**config.mk**
```make
export PLATFORM = sky130hd
export DESIGN_NAME = prism_cfg_sequencer
export DESIGN_NICKNAME = d
export VERILOG_FILES = /design/src/rtl/prism_cfg_sequencer.sv
export SDC_FILE = /design/constraint.sdc
export NUM_CORES = 1
export LEC_CHECK = 0
export CORE_ASPECT_RATIO = 1.25
export CORE_MARGIN = 2
export CORE_UTILIZATION = 40
export CTS_CLUSTER_SIZE = 12
export DETAILED_ROUTE_END_ITERATION = 16
export DONT_BUFFER_PORTS = 1
export GPL_ROUTABILITY_DRIVEN = 0
export SYNTH_ARGS = -nofsm -noshare
export SYNTH_HDL_FRONTEND = slang
export SYNTH_SLANG_ARGS = --single-unit
```
**constraint.sdc**
```tcl
create_clock -name clk -period 5.3 [get_ports clk]
set_input_delay 0.265 -clock clk [delete_from_list [all_inputs] [get_ports clk]]
set_output_delay 0.265 -clock clk [all_outputs]
set_load 0.05 [all_outputs]
```
**src/rtl/prism_cfg_sequencer.sv**
```systemverilog
// prism_cfg_sequencer
//   Queues (address, data) configuration words from the peripheral bus and,
//   on start, loads them into the prism controller through its debug port
//   while prism is held in debug reset. Each word can optionally be read
//   back and compared. After the queue drains, reset is released and the
//   prism FSM is enabled. Direct host writes always win the debug port.
//
// Ports
//   clk, rst_n                 clock, async active-low reset
//   cmd_valid/ready/addr/data  queue push handshake
//   start, verify_en, abort    sequence control
//   host_wr/addr/wdata         direct host access (passthrough when idle)
//   dbg_addr/wr/wdata/rdata    prism debug port
//   dbg_reset, fsm_enable      prism control
//   busy, done, error, err_addr status
//
// state   | meaning
// --------+---------------------------------------------------
// IDLE    | prism free-running off, host passthrough
// RESET   | prism held in debug reset for two cycles
// WRITE   | pop queue head onto the debug port
// CHECK   | compare read-back of last written word
// RUN     | reset released, prism FSM enabled
// FAULT   | verify mismatch, prism held in reset

module prism_cfg_sequencer #(
  parameter int DEPTH = 4,
  parameter int AW    = 6,
  parameter int DW    = 32
) (
  input  logic          clk,
  input  logic          rst_n,
  input  logic          cmd_valid,
  output logic          cmd_ready,
  input  logic [AW-1:0] cmd_addr,
  input  logic [DW-1:0] cmd_data,
  input  logic          start,
  input  logic          verify_en,
  input  logic          abort,
  input  logic          host_wr,
  input  logic [AW-1:0] host_addr,
  input  logic [DW-1:0] host_wdata,
  output logic [AW-1:0] dbg_addr,
  output logic          dbg_wr,
  output logic [DW-1:0] dbg_wdata,
  input  logic [DW-1:0] dbg_rdata,
  output logic          dbg_reset,
  output logic          fsm_enable,
  output logic          busy,
  output logic          done,
  output logic          error,
  output logic [AW-1:0] err_addr
);

  localparam int PW = $clog2(DEPTH);
  localparam int CW = PW + 1;
  localparam logic [CW-1:0] FULL_CNT = CW'(DEPTH);

  typedef enum logic [2:0] {
    S_IDLE, S_RESET, S_WRITE, S_CHECK, S_RUN, S_FAULT
  } state_e;

  state_e        state_q, state_d;
  logic          rcnt_q, rcnt_d;
  logic          done_q;
  logic [AW-1:0] q_addr [DEPTH];
  logic [DW-1:0] q_data [DEPTH];
  logic [PW-1:0] head_q, tail_q;
  logic [CW-1:0] count_q;
  logic [AW-1:0] cap_addr_q;
  logic [DW-1:0] cap_data_q;
  logic          error_q;
  logic [AW-1:0] err_addr_q;

  logic q_empty, q_full, push, pop, check_ok;

  assign q_empty   = (count_q == '0);
  assign q_full    = (count_q == FULL_CNT);
  assign cmd_ready = !q_full;
  assign push      = cmd_valid && !q_full;
  assign pop       = (state_q == S_WRITE) && !host_wr && !q_empty;
  assign check_ok  = (dbg_rdata == cap_data_q);

  // state register
  always_ff @(posedge clk or negedge rst_n) begin
    if (!rst_n) begin
      state_q <= S_IDLE;
      rcnt_q  <= 1'b0;
      done_q  <= 1'b0;
    end else begin
      state_q <= state_d;
      rcnt_q  <= rcnt_d;
      done_q  <= (state_d == S_RUN) && (state_q != S_RUN);
    end
  end

  // next state; the reset-hold timer loads on entry and counts down to zero
  always_comb begin
    state_d = state_q;
    if (abort) begin
      state_d = S_IDLE;
    end else begin
      case (state_q)
        S_IDLE:  if (start) state_d = S_RESET;
        S_RESET: if (rcnt_q == 1'b0) state_d = S_WRITE;
        S_WRITE: begin
          if (!host_wr) begin
            if (!q_empty) state_d = verify_en ? S_CHECK : S_WRITE;
            else          state_d = S_RUN;
          end
        end
        S_CHECK: if (!host_wr) state_d = check_ok ? S_WRITE : S_FAULT;
        S_RUN:   if (start) state_d = S_RESET;
        S_FAULT: if (start) state_d = S_RESET;
        default: state_d = S_IDLE;
      endcase
    end

    rcnt_d = rcnt_q;
    if (state_d == S_RESET && state_q != S_RESET) rcnt_d = 1'b1;
    else if (state_q == S_RESET)                  rcnt_d = rcnt_q - 1'b1;
  end

  // outputs; the host owns the port whenever the sequencer is not driving it
  always_comb begin
    dbg_reset  = (state_q == S_RESET) || (state_q == S_WRITE) ||
                 (state_q == S_CHECK) || (state_q == S_FAULT);
    fsm_enable = (state_q == S_RUN);
    busy       = (state_q == S_RESET) || (state_q == S_WRITE) ||
                 (state_q == S_CHECK);
    dbg_addr   = host_addr;
    dbg_wdata  = host_wdata;
    dbg_wr     = host_wr;
    if (pop) begin
      dbg_addr  = q_addr[head_q];
      dbg_wdata = q_data[head_q];
      dbg_wr    = 1'b1;
    end else if (state_q == S_CHECK && !host_wr) begin
      dbg_addr  = cap_addr_q;
      dbg_wdata = cap_data_q;
      dbg_wr    = 1'b0;
    end
  end

  assign done     = done_q;
  assign error    = error_q;
  assign err_addr = err_addr_q;

  // queue pointers and occupancy; abort flushes
  always_ff @(posedge clk or negedge rst_n) begin
    if (!rst_n) begin
      head_q  <= '0;
      tail_q  <= '0;
      count_q <= '0;
    end else if (abort) begin
      head_q  <= '0;
      tail_q  <= '0;
      count_q <= '0;
    end else begin
      if (push) tail_q <= tail_q + 1'b1;
      if (pop)  head_q <= head_q + 1'b1;
      case ({push, pop})
        2'b10:   count_q <= count_q + 1'b1;
        2'b01:   count_q <= count_q - 1'b1;
        default: count_q <= count_q;
      endcase
    end
  end

  always_ff @(posedge clk) begin
    if (push) begin
      q_addr[tail_q] <= cmd_addr;
      q_data[tail_q] <= cmd_data;
    end
  end

  // captured word and sticky error; abort leaves error untouched
  always_ff @(posedge clk or negedge rst_n) begin
    if (!rst_n) begin
      cap_addr_q <= '0;
      cap_data_q <= '0;
      error_q    <= 1'b0;
      err_addr_q <= '0;
    end else begin
      if (pop) begin
        cap_addr_q <= q_addr[head_q];
        cap_data_q <= q_data[head_q];
      end
      if (!abort) begin
        if (state_q == S_IDLE && start) begin
          error_q    <= 1'b0;
          err_addr_q <= '0;
        end else if (state_q == S_CHECK && !host_wr && !check_ok) begin
          error_q    <= 1'b1;
          err_addr_q <= cap_addr_q;
        end
      end
    end
  end

endmodule
```
==> flow_summary.json <==
{
  "status": "complete, no violations",
  "die_area_mm2": 0.0235,
  "required_ns": 5.04,
  "synthCells": 604,
  "rsz0062_at_grt": "no",
  "endpoint_kind": "output pin",
  "chipWidth_um": 138,
  "cp_data_arrival_time_ns": 3.61,
  "maxSlewViolCount": 0,
  "syn2layout_area_growth_pct": 15.8,
  "synthTopCellsByArea": "edfxtp_1 (51%), dfrtp_1 (16%), mux4_2 (9.6%), nand2_1 (5.2%), mux2i_1 (4.4%)",
  "seq_area_frac_synth": 0.671,
  "fin_skew_ns": 0.0116,
  "slew_headroom": 0.242,
  "multiInputGateArea_mm2": 0.00279,
  "drv_cap": 0,
  "cts_hold_buf": 42,
  "path_clk_slew_ns": 0.06,
  "synth-async-reset-ratio": 0.273,
  "antenna_found_initial": 0,
  "antennaDiodeCount": 0,
  "detail-route-antenna-nets": 0,
  "min-delay-path-class": "input port to flip-flop",
  "power_density_mw_per_mm2": 390,
  "layout-drive-gt1-share": 0.130,
  "setup_violations": 0,
  "slowest_stage": "nor2_4",
  "cts_tree": "done",
  "fmax_mhz": 258,
  "period_minus_slack_ns": 3.88,
  "synth.avg_cell_area_um2": 14.8,
  "postRouteWirelength_mm": 21.7,
  "gr-total-overflow": 0,
  "worstPathCellList": "inv_1 > nand3_1 > nor2_4 > buf_4 > mux2i_1 > o21ai_1",
  "port_buffers": 0,
  "insertion_delay_ns": 0.50,
  "leakage_nw": 3.82,
  "grt.total_usage": 0.186,
  "setup_tns_ns": 0,
  "synth_top_area_share": 0.511,
  "crit_family": "simple AND/OR/NAND/NOR gates",
  "grt_pass1_wl_mm": 32.4,
  "cts_setup_buffers": 0,
  "coreArea_mm2": 0.0221,
  "first_global_vias": 5591,
  "ys_warn_count": 0,
  "drc_errors": 0,
  "clock_sinks": 209,
  "die_y_um": 171,
  "fin_nets": 763,
  "synthTopCellsByCount": "edfxtp_1 (152), nand2_1 (123), dfrtp_1 (57)",
  "rows": 61,
  "vdd_ir_drop_max_uv": 273,
  "drtIter0Drc": 348,
  "synth_edf_count": 152,
  "fill_cells": 1906,
  "routed_via_density": 5.47,
  "timing.final.crit_share": 0.732,
  "dp_hpwl_mm": 13.8,
  "htree_levels": 1,
  "routedWlPerCell_um": 23.0,
  "initial_core_util": 0.405,
  "synth_fp_nets": 724,
  "critPathBufInv": 2,
  "ctsRootBufferMaster": "clkbuf_16",
  "yosys.area.top_type": "edfxtp_1",
  "hold_viol_final": 0,
  "ys_seq_elements": 209,
  "cts_buffers": 23,
  "cts_resized": 0,
  "ios": 166,
  "grt_max_degree": 80,
  "ctsLongestPathBuffers": 3,
  "final-seq-area_mm2": 0.00599,
  "vias": 5154,
  "worst_pin_slew_ns": 1.14,
  "worst_setup_path_start_kind": "flip-flop",
  "dr.pass1.iters": 5,
  "yosysMostFrequentCell": "edfxtp_1",
  "path_class": "flip-flop to output pin",
  "yosysUniqueCellTypes": 38,
  "crit_fanout": 26,
  "yosys_most_used_dff": "edfxtp_1",
  "p_total_w": 0.00403,
  "slowest_delay_ns": 0.88,
  "syn-cell-area_mm2": 0.00893
}
## layout by cell type, fill, tap and decap left out, types with 6 or more instances in the layout
| master | instances |
|---|---|
| nand2_1 | 122 |
| clkbuf_1 | 8 |
| o21ai_1 | 38 |
| mux4_2 | 38 |
| clkbuf_16 | 23 |
| a22o_1 | 6 |
| edfxtp_1 | 152 |
| nor2_1 | 15 |
| nor4_1 | 8 |
| a21oi_1 | 7 |
| inv_1 | 7 |
| dfrtp_1 | 55 |
| xor2_1 | 33 |
| dlygate4sd3_1 | 41 |
| mux2i_1 | 39 |
## per-stage QoR
stage	cells	hold WS [ns]	utilization	area [um^2]	setup slack [ns]
global route	943	0.0184	0.468	10300	1.30
global placement	859	-0.0289	0.416	9180	2.14
CTS	943	0.0214	0.468	10300	1.41
floorplan	604	-0.0306	-	8930	2.47
finish	943	0.0403	0.468	10300	1.42
detailed placement	859	-0.0293	0.416	9180	1.96
## power by group
group / switching [W] / internal [W] / leakage [nW]
sequential: 0.000134 / 0.00192 / 2.17
clock: 0.000607 / 0.000892 / 0.352
combinational: 0.000314 / 0.000165 / 1.30
## sequential cells by signal (all words and copies together) (netlist names)
| name | flops |
|---|---|
| q_data | 128 |
| cap_data_q | 32 |
| q_addr | 24 |
| cap_addr_q | 6 |
| err_addr | 6 |
| count_q | 3 |
| state_q | 3 |
| head_q | 2 |
| tail_q | 2 |
| done | 1 |
| error | 1 |
| rcnt_q | 1 |
## worst paths after layout
path / start / end / slack (ns) / cells after the start
max in group asynchronous: rst_n / head_q[1] / 4.68 / 2
hold / removal: start / error / 0.04 / 2
setup / recovery: state_q[2] / dbg_wdata[11] / 1.42 / 6
setup reg to reg: state_q[2] / err_addr[2] / 2.38 / 6
min in group asynchronous: rst_n / cap_addr_q[1] / 0.32 / 2
hold reg to reg: cap_addr_q[0] / cap_addr_q[0] / 0.51 / 2
## cells by family after synthesis
family / Yosys count / synth area share
AO/OA/AOI/OAI: 67 / 0.0436
XOR/XNOR: 37 / 0.0363
adder cells (fa/ha/maj): 5 / 0.00785
buffers and inverters: 38 / 0.0188
flip-flops: 209 / 0.671
multiplexers: 78 / 0.141
AND/OR/NAND/NOR: 170 / 0.0816
## layer usage
layer	global-route usage	vias up	share of wire
li1	-	2308	-
met1	0.225	2625	0.40
met2	0.327	186	0.52
met3	0.0400	35	0.062
met4	0.0645	0	0.027
met5	0	-	0
## layout make-up
type	count	area share
inverter	7	0.00254
clock buffer	34	0.0626
multi-input combinational	357	0.270
timing repair buffer	45	0.0446
clock inverter	8	0.00642
tap	283	0.0343
sequential	209	0.580
Power figures use the tool's default switching activity.
